### src/rtl/pwm8_pkg.sv
// Shared types and helpers for the pwm8 duty-cycle decoder.
package pwm8_pkg;

   localparam int unsigned DefWidth      = 8;
   localparam int unsigned DefSyncStages = 2;

   typedef enum logic [1:0] {
      StIdle,
      StHigh,
      StLow
   } pwm8_state_e;

   // Increment that sticks at max instead of wrapping.
   function automatic logic [31:0] sat_inc(input logic [31:0] val, input logic [31:0] max);
      return (val == max) ? val : val + 32'd1;
   endfunction

endpackage

### src/rtl/pwm8_sync.sv
// Input synchroniser for pwm8_decode, with a 3-sample majority glitch filter when
// PWM8_DECODE_FILTER_EN is defined.
module pwm8_sync
   import pwm8_pkg::*;
#(
   parameter int unsigned SYNC_STAGES = DefSyncStages
) (
   input  logic clk_i,
   input  logic rst_i,
   input  logic d_i,
   output logic s_o
);

   logic [SYNC_STAGES-1:0] sync_q;
   logic                   sync_last;

   always_ff @(posedge clk_i) begin
      if (rst_i) begin
         sync_q <= '0;
      end else begin
         sync_q <= {sync_q[SYNC_STAGES-2:0], d_i};
      end
   end

   assign sync_last = sync_q[SYNC_STAGES-1];

`ifdef PWM8_DECODE_FILTER_EN
   // Two older samples plus the current one; costs one cycle of latency.
   logic [1:0] filt_q;

   always_ff @(posedge clk_i) begin
      if (rst_i) begin
         filt_q <= '0;
      end else begin
         filt_q <= {filt_q[0], sync_last};
      end
   end

   assign s_o = (sync_last & filt_q[0]) | (sync_last & filt_q[1]) | (filt_q[0] & filt_q[1]);
`else
   assign s_o = sync_last;
`endif

endmodule

### src/rtl/pwm8_decode.sv
// PWM duty-cycle decoder: measures high time once per period, flags wrong periods and
// constant-level input. Optional glitch filter enabled by PWM8_DECODE_FILTER_EN.
module pwm8_decode
   import pwm8_pkg::*;
#(
   parameter int unsigned WIDTH       = DefWidth,
   parameter int unsigned SYNC_STAGES = DefSyncStages
) (
   input  logic             clk,
   input  logic             rst,
   input  logic             pwm_in,
   output logic [WIDTH-1:0] duty,
   output logic             valid,
   output logic             period_err,
   output logic             stuck
);

   localparam int unsigned     CW      = WIDTH + 1;
   localparam logic [CW-1:0]   Period  = {1'b1, {WIDTH{1'b0}}};
   localparam logic [CW-1:0]   CntMax  = '1;
   localparam logic [WIDTH-1:0] DutyMax = '1;

   logic        s, s_q;
   logic        rise, fall, edge_det, timeout;
   logic [CW-1:0] hi_q, lo_q, idle_q;
   logic [CW-1:0] hi_inc, lo_inc, per;
   pwm8_state_e state_q;

   logic [WIDTH-1:0] duty_q;
   logic             valid_q, err_q, stuck_q;

   pwm8_sync #(
      .SYNC_STAGES(SYNC_STAGES)
   ) u_sync (
      .clk_i(clk),
      .rst_i(rst),
      .d_i  (pwm_in),
      .s_o  (s)
   );

   assign rise     = s & ~s_q;
   assign fall     = ~s & s_q;
   assign edge_det = rise | fall;

   always_comb begin
      hi_inc  = CW'(sat_inc(32'(hi_q), 32'(CntMax)));
      lo_inc  = CW'(sat_inc(32'(lo_q), 32'(CntMax)));
      // The closing rise cycle is the last low cycle, so count it in the period.
      per     = hi_q + lo_inc;
      // An edge restarts the idle count, so a same-cycle rise always beats the timeout.
      timeout = !edge_det && (idle_q == Period - 1'b1);
   end

   always_ff @(posedge clk) begin
      if (rst) begin
         s_q     <= 1'b0;
         state_q <= StIdle;
         hi_q    <= '0;
         lo_q    <= '0;
         idle_q  <= '0;
         duty_q  <= '0;
         valid_q <= 1'b0;
         err_q   <= 1'b0;
         stuck_q <= 1'b0;
      end else begin
         s_q     <= s;
         valid_q <= 1'b0;
         idle_q  <= edge_det ? '0 : idle_q + 1'b1;
         if (timeout) begin
            valid_q <= 1'b1;
            duty_q  <= s ? DutyMax : '0;
            err_q   <= 1'b0;
            stuck_q <= 1'b1;
            idle_q  <= '0;
            hi_q    <= '0;
            lo_q    <= '0;
            state_q <= StIdle;
         end else begin
            case (state_q)
               StIdle: begin
                  if (rise) begin
                     hi_q    <= '0;
                     lo_q    <= '0;
                     state_q <= StHigh;
                  end
               end
               StHigh: begin
                  hi_q <= hi_inc;
                  if (fall) begin
                     state_q <= StLow;
                  end
               end
               StLow: begin
                  if (rise) begin
                     valid_q <= 1'b1;
                     duty_q  <= hi_q[WIDTH] ? DutyMax : hi_q[WIDTH-1:0];
                     err_q   <= (per != Period);
                     stuck_q <= 1'b0;
                     hi_q    <= '0;
                     lo_q    <= '0;
                     state_q <= StHigh;
                  end else begin
                     lo_q <= lo_inc;
                  end
               end
               default: state_q <= StIdle;
            endcase
         end
      end
   end

   assign duty       = duty_q;
   assign valid      = valid_q;
   assign period_err = err_q;
   assign stuck      = stuck_q;

endmodule

### config.mk
export PLATFORM = sky130hd
export DESIGN_NAME = pwm8_decode
export DESIGN_NICKNAME = d
export VERILOG_FILES = /design/src/rtl/pwm8_pkg.sv /design/src/rtl/pwm8_sync.sv /design/src/rtl/pwm8_decode.sv
export SDC_FILE = /design/constraint.sdc
export NUM_CORES = 1
export LEC_CHECK = 0
export BUFFER_PORTS_ARGS = -buffer_cell sky130_fd_sc_hd__buf_2
export CORE_UTILIZATION = 54
export DETAILED_ROUTE_END_ITERATION = 6
export GPL_TIMING_DRIVEN = 0
export PLACE_DENSITY_LB_ADDON = 0.05
export SLEW_MARGIN = 20
export SYNTH_ARGS = -nofsm -noshare
export SYNTH_HDL_FRONTEND = slang
export SYNTH_SLANG_ARGS = --single-unit
### constraint.sdc
create_clock -name clk -period 2.9 [get_ports clk]
set_input_delay 0.29 -clock clk [delete_from_list [all_inputs] [get_ports clk]]
set_output_delay 0.29 -clock clk [all_outputs]
set_load 0.03 [all_outputs]
# [After elaboration in Yosys (flattened, before gate mapping)]
# Index checks and enable logic that the tools add are counted.
# Widths: inputs -> output; s select.
[word_totals] ramBits=0 latchBits=0 register_bits=43 mem_count=0 out_inout_bits=11 romBits=0
[classes] n_addsub=4 eq_ne=10 n_lt_le_gt_ge=0 muxes=20 n_reduce_logical=15 div_mod_pow=0 n_shift=0 mul=0 bitwise_logic=5
[op_table] op="$mux 8" count=5
[op_table] op="$mux 9" count=4
[op_table] op="$pmux 9 s2" count=2
[op_table] op="$add 9x1->9 const B" count=3
[op_table] op="$eq 9x9->1 const B" count=2
[op_table] op="$add 9x9->9" count=1
[op_table] op="$eq 9x8->1 const B" count=1
[op_table] op="$ne 9x9->1 const B" count=1
[op_table] op="$reduce_and 2->1" count=4
[op_table] op="$reduce_bool 2->1" count=4
[op_table] op="$mux 1" count=6
[op_table] op="$ne 2x2->1 const B" count=3
[op_table] op="$mux 2" count=2
[op_table] op="$pmux 2 s2" count=1
[op_table] op="$reduce_or 2->1" count=2
[op_table] op="$reduce_and 3->1" count=1
[op_table] op="$reduce_or 3->1" count=1
[op_table] op="$and 1x1->1" count=2
[op_table] op="$eq 2x1->1 const B" count=1
[op_table] op="$eq 2x2->1 const B" count=1
[op_table] op="$logic_not 2->1" count=1
[op_table] op="$ne 2x1->1 const B" count=1
[op_table] op="$not 1->1" count=2
[op_table] op="$logic_and 1x1->1" count=1
[op_table] op="other kinds (2)" count=2

# [Depth between registers and ports, before layout]
[depth] ltp_word=7 mapped_depth=13

# [By module]
# A second synthesis with hierarchy kept.
[hier_totals] hier_cells=262 hier_area_um2=2297.2
[by_module_without_submodules] module="pwm8_decode" area_per_inst_um2=2244.7 cells_per_inst=258 seq_area_each_um2=820.8 n_inst=1
[by_module_without_submodules] module="pwm8_sync" area_per_inst_um2=52.6 cells_per_inst=4 seq_area_each_um2=40.0 n_inst=1

# [Worst setup path after synthesis]
# Ideal clock, no wire load.
[synth_timing] path_kind="flip-flop to flip-flop" startpoint="register lo_q[0]" endpoint="register err_q, in the netlist period_err" arrival_time_ps=2536 setup_time_ps=124 n_path_buf=0 setup_slack_ps=239 synth_period_minus_slack_ps=2661 path_stages_with_launch=13 path_cell_list="dfxtp_1 ha_1 and3_1 a31oi_1 nand3_1 xnor2_1 ha_1 and2_1 a22o_1 a311oi_2 xnor2_1 nor3_1 a31oi_1"
[synth_between] elab_chain_cells=4 elab_cells_between_ends=5 classes_between="add/sub (2); eq/ne (2); mux (1)"
[synth_lines] item="from (decl)" line_no="pwm8_decode.sv:25" rtl="logic [CW-1:0] hi_q, lo_q, idle_q;"
[synth_lines] item="from (signal assigned)" line_no="pwm8_decode.sv:103" rtl="lo_q <= lo_inc;"
[synth_lines] item="$add 9x1->9 or $eq 9x9->1 (tied branches)" line_no="pwm8_pkg.sv:15" rtl="return (val == max) ? val : val + 32'd1;"
[synth_lines] item="$mux 9 (*)" line_no="pwm8_pkg.sv:15"
[synth_lines] item="$add 9x9->9 (*)" line_no="pwm8_decode.sv:49" rtl="per = hi_q + lo_inc;"
[synth_lines] item="$ne 9x9->1 (*)" line_no="pwm8_decode.sv:97" rtl="err_q <= (per != Period);"
[synth_lines] item="to (signal assigned)" line_no="pwm8_decode.sv:97"
[synth_lines] item="to (decl)" line_no="pwm8_decode.sv:30" rtl="logic valid_q, err_q, stuck_q;"
# Every way passes the cells marked *; elsewhere a longest branch is shown, timed or not.
# A chain may end at the register's enable or synchronous reset.

# [Final worst setup path]
# Same ends and word-level chain as after synthesis.

==> results.py <==
metrics = {
    "timing": {
        "tightest_slew_ns": 0.657,
        "hold_violations": 0,
        "fmax_mhz": 359,
        "setup_violations": 0,
        "relSlewSlack_pct": 55.9,
        "slew_viol_final": 0,
        "setup-tns-final_ns": 0,
        "period_needed_ns": 2.79,
        "finalCritPeriodShare_pct": 96.2,
        "whs_ns": 0.208,
        "clock-skew-final_ns": 0.00336,
    },
    "clock_network": {
        "clk_pin_slew_ns": 0.08,
        "cts_max_path_buffers": 2,
        "root_buffer": "clkbuf_8",
        "hold_buffers": 0,
        "worstSkewPairLatency_ns": 0.30,
        "cts_tree": "done",
        "cts-htree-levels": 2,
        "clock-sinks": 43,
        "cts_made_buffers": 5,
    },
    "logic_synthesis": {
        "yosys_warnings": 0,
        "synth_edf_count": 0,
        "ys_async_sr_fraction_pct": 0,
        "synth_area_mm2": 0.00232,
        "yosysSeqAreaShare_pct": 37.0,
        "syn_area_per_cell_um2": 8.98,
        "syn_nets": 281,
        "yosysUniqueCellTypes": 43,
        "netlist_instances": 259,
        "ys_ff_latch": 43,
        "synth_top_flop_cell": "dfxtp_1",
    },
    "detailed_routing": {
        "drt_iter0_markers": 76,
        "dr.pass1.iters": 4,
        "avgViaCountPerCell": 5.71,
        "drc": 0,
        "vias": 1891,
        "ant_nets": 0,
        "postRouteWirelength_um": 4710,
        "wire_per_inst_um": 14.2,
    },
    "worst_setup_path": {
        "critPathBufInv": 0,
        "max_stage_delay_ns": 0.38,
        "critPathLaunchType": "flip-flop",
        "arrival_ns": 2.98,
        "worstSetupPathType": "flip-flop to flip-flop",
        "cp-end-kind": "flip-flop",
        "path_depth": 12,
        "cp_top_family": "simple AND/OR/NAND/NOR gates",
        "required_ns": 3.09,
        "cp_cell_sequence": "ha_2, and3_4, nand3_2, and3_2, xor2_4, ha_1, a21o_1, a22o_1, a311oi_2, xnor2_1, nor3_1, a31oi_1",
        "slowest_stage": "dfxtp_4",
        "crit_fanout": 6,
        "reg2regPathDepth": 12,
    },
    "grt": {
        "grt_use_total_pct": 22.1,
        "met1_usage_pct": 29.4,
        "grt_pass1_wl_um": 7450,
        "grt_max_degree": 14,
        "grtUsageMet3_pct": 4.73,
        "gr-total-overflow": 0,
        "grt_antenna_before_repair": 0,
        "grt_pass1_vias": 1590,
        "grt_util_met2_pct": 34.2,
        "grt_busiest_layer": "met2",
    },
    "status": {
        "status": "completed",
    },
    "die": {
        "dieHeight_um": 67.6,
        "coreArea_mm2": 0.00406,
        "start_util_pct": 57.3,
        "die_x_um": 67.6,
        "ios": 14,
        "fp-row-count": 23,
        "dieArea_mm2": 0.00457,
    },
    "power": {
        "p_per_area_mw_per_mm2": 389,
        "p_leak_nw": 1.09,
        "ir_drop_mv": 0.293,
    },
    "placed_design": {
        "io_buffer_count": 13,
        "dp_cells": 322,
        "place_hpwl_um": 3370,
        "gp_congestion": 0.787,
    },
    "layout": {
        "layout-drive-gt1-share_pct": 17.8,
        "multiInputGateArea_mm2": 0.00145,
        "syn_to_final_growth_pct": 13.6,
        "final_cell_mix": "dfxtp_1 (38), nor2_1 (28), a21oi_1 (24)",
        "seqCellArea_um2": 870,
        "diodes": 0,
        "fillers": 341,
        "fin_nets": 302,
        "final_util_pct": 65.1,
        "final_common_cell": "dfxtp_1",
        "fin_cells": 331,
    },
    "job": {
        "cap_violations": 0,
    },
    "min_path": {
        "holdPathStages": 2,
        "hold_path_class": "input pin to flip-flop",
    },
}
==> routing by layer <==
metal	vias up	routed length, µm
li1	975	-
met1	886	2420
met2	27	2160
met3	3	111
met4	0	20
met5	-	0
==> where the power goes <==
part	internal, mW	total, mW	switching [mW]	leakage, nW
Clock	0.168	0.377	0.208	0.0412
Sequential	0.596	0.602	0.00564	0.350
Combinational	0.0194	0.0485	0.0292	0.694
Total	0.784	1.03	0.243	1.09
==> what timing repair did <==
item / in CTS / in global routing
buffers inserted: 1 / 0
resized for setup: 5 / 14
setup endpoints to repair: 1 / 1
pin swaps: 2 / 3
==> cells by family after synthesis <==
group / count (synthesis) / synth area share, %
AO/OA/AOI/OAI: 60 / 16.1
XOR/XNOR: 23 / 8.67
adder cells (fa/ha/maj): 19 / 10.5
buffers and inverters: 17 / 4.25
flip-flops: 43 / 37.0
multiplexers: 2 / 1.08
AND/OR/NAND/NOR: 95 / 22.3
==> layout make-up <==
type	instances	area share (%)
clock inverter	2	0.474
buffer	9	2.61
multi-input combinational	199	55.0
sequential	43	32.9
inverter	8	1.14
timing repair buffer	14	2.75
clock buffer	6	2.75
tap	50	2.37
==> path summary, 6_finish.rpt <==
check / start / end / slack, ns
setup / recovery: lo_q[0]$_SDFFE_PP0P_ / period_err$_SDFFE_PP0P_ / 0.11
hold reg to reg: idle_q[0]$_SDFF_PP0_ / idle_q[0]$_SDFF_PP0_ / 0.44
setup reg to reg: lo_q[0]$_SDFFE_PP0P_ / period_err$_SDFFE_PP0P_ / 0.11
hold / removal: rst / duty[1]$_SDFFE_PP0P_ / 0.21
==> sequential cells by signal, summed over array words and instances (netlist names), 2 cells and up <==
register and flops:
hi_q 9, idle_q 9, lo_q 9, duty 8, state_q 2, u_sync.sync_q 2
==> through the flow <==
step | power [mW] | instance area, µm² | worst slack (ns)
final | 1.03 | 2640 | 0.111
after global routing | 1.06 | 2640 | -0.000914
after CTS | 1.04 | 2580 | 0.0316
after detailed placement | 0.664 | 2450 | -0.165
after global placement | 0.663 | 2450 | -0.106
after floorplan | 0.651 | 2320 | 0.239
==> synthesized netlist by cell type, types with 3 or more instances <==
| cell | number | share of area (%) |
|---|---|---|
| inv_1 | 8 | 1.3 |
| and2_1 | 3 | 0.81 |
| nor3_1 | 4 | 0.86 |
| o211ai_1 | 8 | 2.6 |
| nand2_1 | 14 | 2.3 |
| and3_1 | 7 | 1.9 |
| a21oi_1 | 24 | 5.2 |
| dfxtp_1 | 43 | 37 |
| nor2_1 | 28 | 4.5 |
| o21ai_0 | 6 | 1.3 |
| nand4_1 | 6 | 1.6 |
| clkbuf_1 | 3 | 0.48 |
| or3_1 | 11 | 3.0 |
| nand3_1 | 8 | 1.7 |
| xor2_1 | 12 | 4.5 |
| a31oi_1 | 7 | 1.9 |
| a22oi_1 | 7 | 2.3 |
| xnor2_1 | 11 | 4.1 |
| ha_1 | 18 | 9.7 |
| buf_6 | 4 | 1.9 |
| nor2b_1 | 3 | 0.81 |
==> worst reg2reg max path: stages (launching register included) <==
cell,delay [ns]
dfxtp_4,0.38
ha_2,0.20
and3_4,0.22
nand3_2,0.09
and3_2,0.27
xor2_4,0.17
ha_1,0.31
a21o_1,0.18
a22o_1,0.19
a311oi_2,0.26
xnor2_1,0.09
nor3_1,0.20
a31oi_1,0.10
Power figures use the tool's default switching activity.
